[src/rtl/aes_block_scheduler_if.sv]
// Handshake bundle between the block scheduler, the input FIFO, the AES core
// and the output FIFO. The scheduler uses the master view; the environment uses the slave view.
interface aes_block_scheduler_if;
   logic         in_empty;
   logic [127:0] in_dout;
   logic         in_read_en;
   logic [127:0] aes_din;
   logic         aes_start;
   logic         aes_done;
   logic [127:0] aes_dout;
   logic         out_overflow;
   logic [127:0] out_din;
   logic         out_write_en;

   modport master (
      input  in_empty, in_dout, aes_done, aes_dout, out_overflow,
      output in_read_en, aes_din, aes_start, out_din, out_write_en
   );

   modport slave (
      output in_empty, in_dout, aes_done, aes_dout, out_overflow,
      input  in_read_en, aes_din, aes_start, out_din, out_write_en
   );
endinterface

[src/rtl/aes_block_scheduler.sv]
// Moves 128-bit blocks from an input FIFO through an AES core into an output FIFO,
// pacing the FIFO strobes and guarding the core with a completion timeout.
module aes_block_scheduler #(
   parameter int SETTLE_CYC = 2,
   parameter int POP_HOLD   = 3,
   parameter int TIMEOUT    = 64
) (
   input  logic                   clk,
   input  logic                   reset,
   input  logic                   enable,
   aes_block_scheduler_if.master  bus,
   output logic                   busy,
   output logic                   timeout_err,
   output logic [15:0]            blocks_done
);

   localparam int WAIT_MAX = (SETTLE_CYC > POP_HOLD) ? SETTLE_CYC : POP_HOLD;
   localparam int WAIT_W   = (WAIT_MAX > 1) ? $clog2(WAIT_MAX) : 1;
   localparam int TMO_W    = (TIMEOUT > 1) ? $clog2(TIMEOUT) : 1;

   localparam logic [WAIT_W-1:0] SETTLE_LAST = WAIT_W'(SETTLE_CYC - 1);
   localparam logic [WAIT_W-1:0] HOLD_LAST   = WAIT_W'(POP_HOLD - 1);
   localparam logic [TMO_W-1:0]  TMO_LAST    = TMO_W'(TIMEOUT - 1);

   typedef enum logic [3:0] {
      IDLE,
      SETTLE,
      CAPTURE,
      POP,
      POP_WAIT,
      START,
      CRYPT,
      STORE,
      WRITE,
      WR_WAIT
   } state_t;

   state_t              state_reg;
   logic [127:0]        block_reg;
   logic [WAIT_W-1:0]   wait_cnt_reg;
   logic [TMO_W-1:0]    tmo_cnt_reg;

   assign bus.aes_din = block_reg;

   // Strobes and busy are set on the transition into their state so every output is a flop.
   always_ff @(posedge clk or posedge reset) begin
      if (reset) begin
         state_reg        <= IDLE;
         block_reg        <= '0;
         wait_cnt_reg     <= '0;
         tmo_cnt_reg      <= '0;
         bus.in_read_en   <= 1'b0;
         bus.aes_start    <= 1'b0;
         bus.out_write_en <= 1'b0;
         bus.out_din      <= '0;
         busy             <= 1'b0;
         timeout_err      <= 1'b0;
         blocks_done      <= '0;
      end else begin
         case (state_reg)
            IDLE: begin
               if (enable && !bus.in_empty) begin
                  state_reg    <= SETTLE;
                  wait_cnt_reg <= '0;
                  busy         <= 1'b1;
               end
            end
            SETTLE: begin
               if (bus.in_empty) begin
                  state_reg <= IDLE;
                  busy      <= 1'b0;
               end else if (wait_cnt_reg == SETTLE_LAST) begin
                  state_reg <= CAPTURE;
               end else begin
                  wait_cnt_reg <= wait_cnt_reg + WAIT_W'(1);
               end
            end
            CAPTURE: begin
               block_reg      <= bus.in_dout;
               state_reg      <= POP;
               bus.in_read_en <= 1'b1;
            end
            POP: begin
               bus.in_read_en <= 1'b0;
               wait_cnt_reg   <= '0;
               state_reg      <= POP_WAIT;
            end
            POP_WAIT: begin
               if (wait_cnt_reg == HOLD_LAST) begin
                  state_reg     <= START;
                  bus.aes_start <= 1'b1;
               end else begin
                  wait_cnt_reg <= wait_cnt_reg + WAIT_W'(1);
               end
            end
            START: begin
               bus.aes_start <= 1'b0;
               tmo_cnt_reg   <= '0;
               state_reg     <= CRYPT;
            end
            CRYPT: begin
               // A done in the last allowed cycle still wins over the timeout.
               if (bus.aes_done) begin
                  bus.out_din <= bus.aes_dout;
                  state_reg   <= STORE;
               end else if (tmo_cnt_reg == TMO_LAST) begin
                  timeout_err <= 1'b1;
                  state_reg   <= IDLE;
                  busy        <= 1'b0;
               end else begin
                  tmo_cnt_reg <= tmo_cnt_reg + TMO_W'(1);
               end
            end
            STORE: begin
               if (!bus.out_overflow) begin
                  state_reg        <= WRITE;
                  bus.out_write_en <= 1'b1;
               end
            end
            WRITE: begin
               bus.out_write_en <= 1'b0;
               blocks_done      <= blocks_done + 16'd1;
               wait_cnt_reg     <= '0;
               state_reg        <= WR_WAIT;
            end
            WR_WAIT: begin
               if (wait_cnt_reg == HOLD_LAST) begin
                  state_reg <= IDLE;
                  busy      <= 1'b0;
               end else begin
                  wait_cnt_reg <= wait_cnt_reg + WAIT_W'(1);
               end
            end
            default: begin
               state_reg        <= IDLE;
               busy             <= 1'b0;
               bus.in_read_en   <= 1'b0;
               bus.aes_start    <= 1'b0;
               bus.out_write_en <= 1'b0;
            end
         endcase
      end
   end

   a_strobes_exclusive: assert property (@(posedge clk) disable iff (reset)
      $onehot0({bus.in_read_en, bus.aes_start, bus.out_write_en}));
   a_read_in_pop: assert property (@(posedge clk) disable iff (reset)
      bus.in_read_en |-> (state_reg == POP));
   a_start_in_start: assert property (@(posedge clk) disable iff (reset)
      bus.aes_start |-> (state_reg == START));
   a_write_in_write: assert property (@(posedge clk) disable iff (reset)
      bus.out_write_en |-> (state_reg == WRITE));

endmodule

[src/flat_wrapper.sv]
// flat-port wrapper written by rule: the top's interface ports become plain ports
module aes_block_scheduler_flat 
#(
   parameter int SETTLE_CYC = 2,
   parameter int POP_HOLD   = 3,
   parameter int TIMEOUT    = 64
)
  (clk, reset, enable, busy, timeout_err, blocks_done, bus_in_empty, bus_in_dout, bus_aes_done, bus_aes_dout, bus_out_overflow, bus_in_read_en, bus_aes_din, bus_aes_start, bus_out_din, bus_out_write_en);
  aes_block_scheduler_if bus_i ();
  input  logic clk;
  input  logic reset;
  input  logic enable;
  output logic busy;
  output logic timeout_err;
  output logic [15:0] blocks_done;
  input wire logic [$bits(bus_i.in_empty)-1:0] bus_in_empty;
  input wire logic [$bits(bus_i.in_dout)-1:0] bus_in_dout;
  input wire logic [$bits(bus_i.aes_done)-1:0] bus_aes_done;
  input wire logic [$bits(bus_i.aes_dout)-1:0] bus_aes_dout;
  input wire logic [$bits(bus_i.out_overflow)-1:0] bus_out_overflow;
  output wire logic [$bits(bus_i.in_read_en)-1:0] bus_in_read_en;
  output wire logic [$bits(bus_i.aes_din)-1:0] bus_aes_din;
  output wire logic [$bits(bus_i.aes_start)-1:0] bus_aes_start;
  output wire logic [$bits(bus_i.out_din)-1:0] bus_out_din;
  output wire logic [$bits(bus_i.out_write_en)-1:0] bus_out_write_en;
  assign bus_i.in_empty = bus_in_empty;
  assign bus_i.in_dout = bus_in_dout;
  assign bus_i.aes_done = bus_aes_done;
  assign bus_i.aes_dout = bus_aes_dout;
  assign bus_i.out_overflow = bus_out_overflow;
  assign bus_in_read_en = bus_i.in_read_en;
  assign bus_aes_din = bus_i.aes_din;
  assign bus_aes_start = bus_i.aes_start;
  assign bus_out_din = bus_i.out_din;
  assign bus_out_write_en = bus_i.out_write_en;
  aes_block_scheduler #(.SETTLE_CYC(SETTLE_CYC), .POP_HOLD(POP_HOLD), .TIMEOUT(TIMEOUT)) u_core (.clk(clk), .reset(reset), .enable(enable), .bus(bus_i), .busy(busy), .timeout_err(timeout_err), .blocks_done(blocks_done));
endmodule
[config.mk]
export PLATFORM = sky130hd
export DESIGN_NAME = aes_block_scheduler_flat
export DESIGN_NICKNAME = d
export VERILOG_FILES = /design/src/rtl/aes_block_scheduler_if.sv /design/src/rtl/aes_block_scheduler.sv /design/src/flat_wrapper.sv
export SDC_FILE = /design/constraint.sdc
export NUM_CORES = 1
export LEC_CHECK = 0
export CORE_AREA = 2 2 207 209
export CTS_CLUSTER_SIZE = 14
export DETAILED_ROUTE_END_ITERATION = 16
export DIE_AREA = 0 0 209 211
export SKIP_LAST_GASP = 1
export SLEW_MARGIN = 30
export SYNTH_ARGS = -nofsm -noshare
export SYNTH_HDL_FRONTEND = slang
export SYNTH_SLANG_ARGS = --single-unit
[constraint.sdc]
create_clock -name clk -period 23.6 [get_ports clk]
set_clock_uncertainty 0.05 [all_clocks]
set_input_delay 3.54 -clock clk [delete_from_list [all_inputs] [get_ports clk]]
set_output_delay 3.54 -clock clk [all_outputs]
set_load 0.005 [all_outputs]
; Word level (Yosys, flattened, before mapping)
; Cells that the tools add are included.
[word_totals]
reg_bits = 289
output_inout_bits = 277
word_cells = 90
[classes]
n_addsub = 3
eq_ne = 25
mux = 28
bitwise = 4
n_reduce_logical = 19
[ops]
columns = op, n
row1 = one-hot mux 4 bit (10 select lines), 1
row2 = two-way mux 4 bit, 8
row3 = OR reduction 8 bit, 3
row4 = adder 16 x 1 -> 16 bit (second input constant), 1
row5 = == test 4 x 3 -> 1 bit (second input constant), 4
row6 = inequality test 2 bit (second input constant), 7
row7 = two-way mux 6 bit, 2
row8 = one-hot mux 6 bit (2 select lines), 1
row9 = AND reduction 6 bit, 2
row10 = == test 4 x 2 -> 1 bit (second input constant), 2
row11 = == test 4 bit (second input constant), 2
row12 = two-way mux 2 bit, 4
row13 = inequality test 2 x 1 -> 1 bit (second input constant), 4
row14 = one-hot mux 2 bit (4 select lines), 1
row15 = two-way mux 1 bit, 7
row16 = adder 6 x 1 -> 6 bit (second input constant), 1
row17 = == test 6 bit (second input constant), 1
row18 = inequality test 3 x 2 -> 1 bit (second input constant), 2
row19 = one-hot mux 1 bit (2 select lines), 3
row20 = AND reduction 2 bit, 3
row21 = AND reduction 3 bit, 2
row22 = OR reduction 6 bit, 1
row23 = one-hot mux 1 bit (5 select lines), 1
row24 = AND reduction 5 bit, 1
row25 = other kinds (11), 15

; Longest topological paths before layout
; Gate-level depths: netlist (run 1).
[logic_depth]
depth_word = 4
depth_mapped = 8
mapped_depth_nobuf = 7

; Least setup slack after synthesis (run 1)
; OpenSTA, ideal clock, no wires.
[synth_path]
path_kind = input to register
startpoint = input bus_aes_done
endpoint = register u_core.busy
arrival_time_ps = 4508
required_ps = 23471
setup_slack_ps = 18962
path_stages = 5
n_path_buf = 0
cell_sequence = nor2b_1 o22a_1 nor2_1 a2111oi_0 mux2i_1
[synth_between]
elab_chain_cells = 2
[synth_lines]
columns = element, line
row1 = "start, declared", flat_wrapper.sv:18  ; input wire logic [$bits(bus_i.aes_done)-1:0] bus_aes_done;
row2 = inequality test 2 bit (no line), n/a
row3 = AND reduction 6 bit (no line), n/a
row4 = "end signal, assigned", aes_block_scheduler.sv:56  ; busy <= 1'b0;
row5 = "end signal, assigned", aes_block_scheduler.sv:65  ; busy <= 1'b1;
row6 = "end signal, assigned", aes_block_scheduler.sv:71  ; busy <= 1'b0;
row7 = "end, declared", aes_block_scheduler.sv:12  ; output logic busy,
; Every way passes these cells.
; A chain may end at the register's enable or synchronous reset.

; Worst setup path in the final report (run 1)
[layout_path]
startpoint = input bus_aes_done
endpoint = register u_core.bus.out_din[110]
[layout_between]
elab_chain_cells = 1
[layout_lines]
columns = element, line
row1 = AND reduction 2 bit (no line), n/a
row2 = "end signal, assigned", aes_block_scheduler.sv:104  ; bus.out_din <= bus.aes_dout;
row3 = "end, declared", aes_block_scheduler_if.sv:17  ; output in_read_en, aes_din, aes_start, out_din, out_write_en
; Every way passes these cells.

==> metrics.yaml, run 1 <==
routing:
  totalWireLength_um: 34600
  wl_met3_um: 2650
  drc_errors: 0
  vias: 7991
  via_per_inst: 4.35
  drtAntennaViolNets: 0
  wl_per_cell_um: 18.9
  topRoutingLayerUsed: "met4"
  first_iter_violations: 353
  route.met2.wl_um: 18000
  firstDrtPassIters: 4
  met1_length_um: 13000
synthesis:
  yosysTopAreaCell: "dfrtp_1"
  synth-edff-count: 0
  netlist_instances: 728
  synth.net_count: 994
  synth_ff_type: "dfrtp_1"
  synthArstFlopShare_pct: 100
  syn-cell-area_um2: 11300
  synth_most_common_cell: "dfrtp_1"
  yosysSeqAreaShare_pct: 63.9
  synth_warnings: 0
  synth_top_area_share_pct: 63.9
  synthTopCellsByArea: "dfrtp_1, mux2_2, buf_6"
  avgSynthCellArea_um2: 15.5
  synth_seq_cells: 289
  ys_types: 47
  yosys-top-cells-count: "dfrtp_1, mux2_2, buf_2"
clock_tree:
  clock_latency_ns: 0.52
  cts_resized: 0
  clock_tree.root_cell: "clkbuf_16"
  clkSinkCount: 289
  clk_transition_reported_paths_ns: 0.06
  ctsHoldBuffers: 0
  cts_setup_buffers: 0
  clock_path_buffers: 3
  cts_buffers: 35
  cts_tree: "yes"
  htreeDepth: 2
floorplan:
  start_util_pct: 27.1
  core_um2: 41800
  die_h_um: 211
  die_w_um: 209
  die_area_um2: 44100
  io_pins: 539
  row_count: 75
final_layout:
  stdcell_count: 1836
  drive_gt1_share_pct: 25.1
  synthToLayoutAreaGrowth_pct: 61.9
  finalNetCount: 1539
  fill_cells: 3829
global_routing:
  grtUsageTotal_pct: 15.3
  antenna_found_initial: 1
  grt_overflow_total: 0
  grt_pass1_wl_um: 51300
  grt_start_max_net_pins: 87
  grt_pass1_vias: 8299
setup_path:
  cp_max_fo: 80
  start_kind: "input pin"
  reg2reg_from: "u_core.state_reg[0]"
  path_class: "in2reg"
  crit_chain: "clkdlybuf4s50_1 -> nand2_4 -> buf_6 -> mux2_2"
  rrSetupSlack_ns: 19.75
  crit_required_ns: 23.95
  cp-end-kind: "flop"
  ff2ff_path_depth: 5
  slowest_delay_ns: 0.66
  arrival_ns: 5.90
  cp_slowest_cell: "buf_6"
  reg2reg_to: "u_core.bus.aes_din[46]"
timing:
  worst_slew_margin_rel_pct: 37.4
  finalHoldViolCount: 0
  tightest_slew_ns: 0.938
  grt_setup_unrepaired: "false"
  drv_slew: 0
  timing.hold.ws_ns: 0.418
  postLayoutSetupSlackWorst_ns: 18.05
  period_minus_slack_ns: 5.55
  finalCritPeriodShare_pct: 23.5
  max_freq_mhz: 180
  setup_viol: 0
  setup_tns_ns: 0
power:
  power_switching_w: 0.000632
  seq_power_share_pct: 37.2
  swShare_pct: 27.5
  power_frac_comb_pct: 40.1
  leakage_nw: 7.81
  peakVddDrop_mv: 0.0573
  p_int_w: 0.00167
  pwr-share-clk_pct: 22.7
  power.density_nw_per_um2: 125
placed_design:
  dp.cells: 1775
  dp_slack_ns: 17.38
  place.port_buffers: 538
  post-dp-hpwl_um: 25900
  gp_congestion: 0.810
hold_path:
  whs_path_depth: 1
  min-delay-start: "u_core.blocks_done[15]"
  min_path_type: "reg2reg"
  min_to: "u_core.blocks_done[15]"
flow_run:
  cap_violations: 0
outcome:
  status: "finished, final reports clean"
-- logic make-up (layout without fill, tap and decap cells) --
logic type | after synthesis | count (layout) | synth area share, %
AOI/OAI and AO/OA | 40 | 40 | 2.35
adders and majority gates | 4 | 4 | 0.442
DFF | 289 | 289 | 63.9
and+or+nand+nor | 72 | 72 | 3.66
buffers and inverters | 47 | 615 | 2.51
other | 0 | 1 | 0
muxes | 261 | 261 | 25.9
xor gates and xnor gates | 15 | 15 | 1.16
-- routing by layer --
metal  vias up  global-route usage (%)
met4         0                    5.59
met5         -                       0
met3        63                    5.10
met2       301                    26.8
met1      3949                    17.2
li1       3678                       -
-- critical path, delay by kind of cell --
family	cells	cell delay [ns]
buffers and inverters	2	1.23
AND/OR/NAND/NOR	1	0.58
multiplexers	1	0.42
-- stage by stage --
stage | util [%] | total power, W | area [um^2]
2_1_floorplan | - | 0.00119 | 11300
3_3_place_gp | 41.2 | 0.00179 | 17200
3_5_place_dp | 41.2 | 0.00180 | 17200
4_1_cts | 43.8 | 0.00234 | 18300
5_1_grt | 43.8 | 0.00243 | 18300
6_report | 43.9 | 0.00230 | 18300
-- cell type report --
cell class                 instances  area, um^2  area share, %
antenna                            1        2.50         0.0137
clock buffer                      50         992           5.42
clock inverter                    10         111          0.608
inverter                          11        48.8          0.266
multi-input combinational        392        3810           20.8
sequential                       289        7230           39.5
tap                              539         674           3.68
timing repair buffer             544        5440           29.7
-- placed cells by master (no fill, tap or decap), types with 9 or more instances in the layout --
master | netlist | routed
nand2_1 | 19 | 18
clkdlybuf4s50_1 | 0 | 538
inv_1 | 11 | 10
clkbuf_1 | 1 | 9
xnor2_1 | 11 | 11
dfrtp_1 | 289 | 289
mux2_2 | 257 | 257
o21ai_0 | 12 | 12
clkbuf_16 | 0 | 35
nor2_1 | 12 | 12
-- power groups by stage --
stage | sequential, W | combinational (W) | clock, W
after global placement | 0.000856 | 0.000930 | 0
final | 0.000854 | 0.000921 | 0.000522
after detailed placement | 0.000863 | 0.000940 | 0
after floorplan | 0.000863 | 0.000330 | 0
after global routing | 0.000887 | 0.000982 | 0.000561
after CTS | 0.000856 | 0.000942 | 0.000543
-- worst max-delay path by stage --
stage                            start                      end  slack (ns)  cells after the start
after floorplan                  reset    u_core.blocks_done[0]       12.03                      1
after global placement           reset   u_core.bus.aes_din[15]       17.06                      4
after detailed placement         reset   u_core.bus.aes_din[47]       17.38                      4
after CTS                        reset   u_core.bus.aes_din[44]       17.95                      4
after global routing             reset   u_core.bus.aes_din[47]       17.93                      4
final                     bus_aes_done  u_core.bus.out_din[110]       18.05                      4
Power figures use the tool's default switching activity.
==> inputs of run 2 (changes only) <==
CORE_AREA = 2 2 208 210   (was 2 2 207 209)
DIE_AREA = 0 0 210 212   (was 0 0 209 211)
clock period = 5.3 ns   (was 23.6 ns; I/O delays follow)
==> run 2 against run 1 <==
Compared with the run above: worst hold slack gained 0.0012 ns; final area increased by 0.39%; largest cell class unchanged; sequential cell count is the same; clock-buffer cell count up 2; power grew to 4.4 times the previous value; register-to-register slack worse by 17 ns; routed wire length decreased by 5.0%; non-clock buffer count is the same; highest routed layer unchanged; setup slack got worse by 15 ns; critical endpoint is now u_core.bus.out_din[35]; cell count rose by 0.33%.
==> metrics.yaml, run 2 (synthesis results as in run 1) <==
placed_design:
  gp_congestion: 0.785  # -3.1%
  post-dp-hpwl_um: 24000  # -7.5%
  place.port_buffers: 538  # unchanged
hold_path:
  min_to: "u_core.blocks_done[15]"
  min_path_type: "reg2reg"
  whs_path_depth: 1  # unchanged
  min-delay-start: "u_core.blocks_done[15]"
setup_path:
  reg2reg_from: "u_core.state_reg[3]"
  ff2ff_path_depth: 5  # unchanged
  crit_required_ns: 5.66  # -18.29 ns
  path_class: "reg2reg"
  cp_max_fo: 128  # +60%
  arrival_ns: 2.98  # -2.92 ns
  reg2reg_to: "u_core.bus.out_din[35]"
  start_kind: "flop"
  cp-end-kind: "flop"
  rrSetupSlack_ns: 2.67  # -17.08 ns
timing:
  setup_viol: 0  # unchanged
  max_freq_mhz: 381
  tightest_slew_ns: 0.881  # -0.0571 ns
  grt_setup_unrepaired: "false"
  setup_tns_ns: 0  # unchanged
  finalCritPeriodShare_pct: 49.6
  worst_slew_margin_rel_pct: 41.2  # +3.8 points
  period_minus_slack_ns: 2.63
  finalHoldViolCount: 0  # unchanged
  timing.hold.ws_ns: 0.419  # +0.00115 ns
  drv_slew: 0  # unchanged
clock_tree:
  clock_tree.root_cell: "clkbuf_16"
  clk_transition_reported_paths_ns: 0.06  # about the same
  clock_path_buffers: 3  # unchanged
  ctsHoldBuffers: 0  # unchanged
  htreeDepth: 2  # unchanged
  clkSinkCount: 289  # unchanged
  cts_resized: 0  # unchanged
  clock_latency_ns: 0.52  # about the same
  cts_buffers: 35  # unchanged
  cts_setup_buffers: 0  # unchanged
  cts_tree: "yes"
final_layout:
  final_cell_mix: "clkdlybuf4s50_1, dfrtp_1, mux2_2"
  synthToLayoutAreaGrowth_pct: 62.5
  finalNetCount: 1539  # unchanged
  final_common_cell: "clkdlybuf4s50_1"
  regArea_um2: 7230  # unchanged
  drive_gt1_share_pct: 25.1  # about the same
  multiInputGateArea_um2: 3810  # unchanged
  fill_cells: 3936  # +2.8%
routing:
  drtAntennaViolNets: 0  # unchanged
  via_per_inst: 4.32  # -0.85%
  wl_per_cell_um: 17.9  # -5.3%
  vias: 7949  # -0.53%
  first_iter_violations: 400  # +13%
  drc_errors: 0  # unchanged
  totalWireLength_um: 32900  # -5.0%
  firstDrtPassIters: 4  # unchanged
flow_run:
  cap_violations: 0  # unchanged
floorplan:
  start_util_pct: 26.6  # -0.48 points
  die_h_um: 212  # +0.47%
  io_pins: 539  # unchanged
  row_count: 76  # +1.3%
  die_w_um: 210  # +0.48%
  core_um2: 42500  # +1.8%
  die_area_um2: 44500  # +0.95%
power:
  power_switching_w: 0.00278  # +340%
  peakVddDrop_mv: 0.243  # +320%
  finalPower_w: 0.0102  # +340%
  seq_power_share_pct: 37.2  # about the same
  power_frac_comb_pct: 40.0  # about the same
  p_int_w: 0.00744  # +350%
  power.density_nw_per_um2: 556  # +340%
  leakage_nw: 7.83  # +0.21%
  swShare_pct: 27.2  # -0.29 points
  pwr-share-clk_pct: 22.8  # about the same
global_routing:
  grt_pass1_wl_um: 49500  # -3.5%
  grt_start_max_net_pins: 129  # +48%
  antenna_found_initial: 0  # -1
  grtUsageTotal_pct: 14.3  # -0.91 points
  grt_pass1_vias: 8274  # -0.30%
  grt_overflow_total: 0  # unchanged
outcome:
  status: "finished, final reports clean"
run 2: cell count changes in the layout (fill, tap and decap cells not counted), sizes merged:
cell,change
clkinvlp,+2
clkbuf,+2
bufinv,-1
clkinv,-1
inv,-3
run 2: routing by layer:
| metal | vias to the layer above | global-route usage (%) | part of all wire (%) |
|---|---|---|---|
| li1 | 3663 | - | - |
| met1 | 3929 | 16.7 | 39 |
| met2 | 305 | 24.5 | 50 |
| met3 | 52 | 5.35 | 8.2 |
| met4 | 0 | 4.60 | 2.5 |
| met5 | - | 0 | 0 |
run 2: cell type report:
cell class	count	area share, %
clock buffer	52	5.72
tap	546	3.72
clock inverter	7	0.361
multi-input combinational	392	20.7
sequential	289	39.3
antenna	1	0.0136
inverter	11	0.245
timing repair buffer	544	29.9
run 2: worst max path at each step:
stage	from	to	slack, ns	cells after the start
after floorplan	reset	u_core.blocks_done[0]	0.62	1
after detailed placement	bus_aes_done	u_core.bus.out_din[35]	2.59	4
after global placement	bus_aes_done	u_core.busy	2.62	6
final	u_core.state_reg[3]	u_core.bus.out_din[35]	2.67	5
after CTS	u_core.state_reg[3]	u_core.bus.out_din[51]	2.77	5
after global routing	u_core.state_reg[3]	u_core.bus.out_din[51]	2.58	5
run 2: power groups by stage:
stage | sequential [W] | combinational [W] | clock, W
detailed placement | 0.00384 | 0.00415 | 0
finish | 0.00380 | 0.00409 | 0.00233
floorplan | 0.00384 | 0.00147 | 0
CTS | 0.00381 | 0.00416 | 0.00242
global placement | 0.00381 | 0.00410 | 0
global route | 0.00395 | 0.00437 | 0.00252
run 2: critical path, stage by stage (launching register included):
cell and delay (ns):
dfrtp_1 0.69, nand2b_1 0.43, nor2_2 0.14, nand2_4 0.10, buf_12 0.37, mux2_2 0.42
run 2: through the flow:
| step | util, % | cells | instance area (um^2) | worst slack [ns] |
|---|---|---|---|---|
| floorplan | - | 728 | 11300 | 0.622 |
| global placement | 40.6 | 1781 | 17200 | 2.62 |
| detailed placement | 40.6 | 1781 | 17200 | 2.59 |
| CTS | 43.2 | 1840 | 18400 | 2.77 |
| global route | 43.2 | 1841 | 18400 | 2.58 |
| finish | 43.2 | 1842 | 18400 | 2.67 |
==> inputs of run 3 (changes only) <==
CORE_AREA = 2 2 212 214   (was 2 2 208 210)
DIE_AREA = 0 0 214 216   (was 0 0 210 212)
clock period = 2.4 ns   (was 5.3 ns; I/O delays follow)
==> run 3 against run 2 <==
Compared with the run above: register-to-register slack worse by 2.4 ns; final area is 0.94% higher; cell count is 3.5% higher; clock power is 98% higher; sequential share of layout area is 0.37 points lower; sequential cell count stayed put; critical path depth is 2 higher; largest cell class unchanged; setup slack worse by 2.4 ns.
==> metrics.yaml, run 3 (synthesis results as in run 1) <==
timing:
  period_minus_slack_ns: 2.15  # -0.481 ns
  finalHoldViolCount: 0  # unchanged
  worst_slew_margin_rel_pct: 69.1  # +28 points
  grt_setup_unrepaired: "false"
  setup_viol: 0  # unchanged
  max_freq_mhz: 466  # +22%
  finalCritPeriodShare_pct: 89.4  # +40 points
  postLayoutSetupSlackWorst_ns: 0.255  # -2.42 ns
  tightest_slew_ns: 0.463  # -0.418 ns
  drv_slew: 0  # unchanged
routing:
  firstDrtPassIters: 4  # unchanged
  drc_errors: 0  # unchanged
  via_per_inst: 4.24  # -1.6%
  wl_per_cell_um: 18.5  # +3.6%
  totalWireLength_um: 35300  # +7.2%
  vias: 8094  # +1.8%
  drtAntennaViolNets: 0  # unchanged
  first_iter_violations: 361  # -9.8%
setup_path:
  path_buf_inv: 1  # unchanged
  reg2reg_to: "u_core.state_reg[2]"
  start_kind: "flop"
  reg2reg_from: "u_core.wait_cnt_reg[0]"
  cp-end-kind: "flop"
  cp_slowest_cell: "or3b_2"
  cp_max_fo: 4  # -97%
  crit_family: "simple AND/OR/NAND/NOR gates"
  worst-path-stages: 7  # +2
  ff2ff_path_depth: 7  # +2
  crit_chain: "inv_1 -> ha_1 -> or3b_2 -> o22ai_1 -> a221oi_1 -> nand2_1 -> mux2_2"
  slowest_delay_ns: 0.48  # -0.21 ns
  arrival_ns: 2.53  # -0.45 ns
  crit_required_ns: 2.78  # -2.88 ns
  path_class: "reg2reg"
  rrSetupSlack_ns: 0.25  # -2.42 ns
floorplan:
  die_area_um2: 46200  # +3.8%
  io_pins: 539  # unchanged
  row_count: 77  # +1.3%
  start_util_pct: 25.8  # -0.81 points
  die_w_um: 214  # +1.9%
  core_um2: 43800  # +3.1%
  die_h_um: 216  # +1.9%
clock_tree:
  ctsHoldBuffers: 0  # unchanged
  cts_tree: "yes"
  clock_tree.root_cell: "clkbuf_16"
  clkSinkCount: 289  # unchanged
  htreeDepth: 1  # -1
  cts_setup_buffers: 0  # unchanged
  clk_transition_reported_paths_ns: 0.06  # about the same
  cts_resized: 0  # unchanged
  clock_path_buffers: 3  # unchanged
  clock_latency_ns: 0.56  # +0.04 ns
  cts_buffers: 31  # -11%
placed_design:
  gp_congestion: 0.864  # +10%
  post-dp-hpwl_um: 27100  # +13%
  place.port_buffers: 538  # unchanged
  dp_slack_ns: 0.172  # -2.42 ns
flow_run:
  cap_violations: 0  # unchanged
power:
  power.density_nw_per_um2: 1200  # +120%
  leakage_nw: 7.91  # +1.0%
  peakVddDrop_mv: 0.574  # +140%
global_routing:
  grt_overflow_total: 0  # unchanged
  grtUsageTotal_pct: 14.8  # +0.48 points
  grt_start_max_net_pins: 80  # -38%
  antenna_found_initial: 1  # +1
  grt_pass1_wl_um: 53600  # +8.2%
  grt_pass1_vias: 8572  # +3.6%
final_layout:
  drive_gt1_share_pct: 26.2  # +1.1 points
  n_antenna_cell: 0  # -1
  final_core_util_pct: 42.3  # -0.92 points
  final_cell_mix: "clkdlybuf4s50_1, dfrtp_1, mux2_2"
  finalNetCount: 1562  # +1.5%
  fill_cells: 4061  # +3.2%
  synthToLayoutAreaGrowth_pct: 64.0
  multiInputGateArea_um2: 3810  # unchanged
  final_common_cell: "clkdlybuf4s50_1"
  regArea_um2: 7230  # unchanged
outcome:
  status: "finished, final reports clean"
hold_path:
  min_path_type: "in2async"
run 3: worst max-delay path by stage:
stage,to,startpoint
2_1_floorplan,u_core.blocks_done[0],reset
3_3_place_gp,u_core.busy,bus_aes_done
3_5_place_dp,u_core.bus.out_din[33],bus_aes_done
4_1_cts,u_core.bus.out_din[33],u_core.state_reg[0]
5_1_grt,u_core.busy,u_core.tmo_cnt_reg[0]
6_report,u_core.state_reg[2],u_core.wait_cnt_reg[0]
run 3: layer usage:
layer,global-route usage (%),part of all wire [%],vias up
met3,3.59,6.4,63
met4,4.94,2.8,2
met1,17.6,40,4030
met2,26.2,51,292
met5,0,0.028,-
li1,-,-,3707
run 3: metrics by stage:
step / hold slack [ns] / total power [W] / instance area (um^2) / setup TNS, ns / std cells
floorplan: 0.410 / 0.0117 / 11300 / -532.68 / 728
finish: 0.0669 / 0.0223 / 18600 / 0 / 1907
global route: 0.0716 / 0.0236 / 18600 / 0 / 1907
CTS: 0.0428 / 0.0227 / 18600 / 0 / 1907
detailed placement: 0.409 / 0.0179 / 17600 / 0 / 1855
global placement: 0.407 / 0.0177 / 17600 / 0 / 1855
run 3: layout make-up:
| class | instances | area share (%) |
|---|---|---|
| flip-flops and latches | 289 | 39.0 |
| repair buffers | 571 | 31.1 |
| multi-input cells | 392 | 20.5 |
| clock buffers | 43 | 4.64 |
| well taps | 592 | 3.99 |
| clock inverters | 9 | 0.526 |
| inverters | 11 | 0.243 |
run 3: where the power goes:
group | internal (W) | switching (W) | total (W) | leakage, nW
combinational | 0.00630 | 0.00301 | 0.00932 | 3.81
sequential | 0.00715 | 0.00122 | 0.00837 | 3.63
clock | 0.00269 | 0.00193 | 0.00461 | 0.472
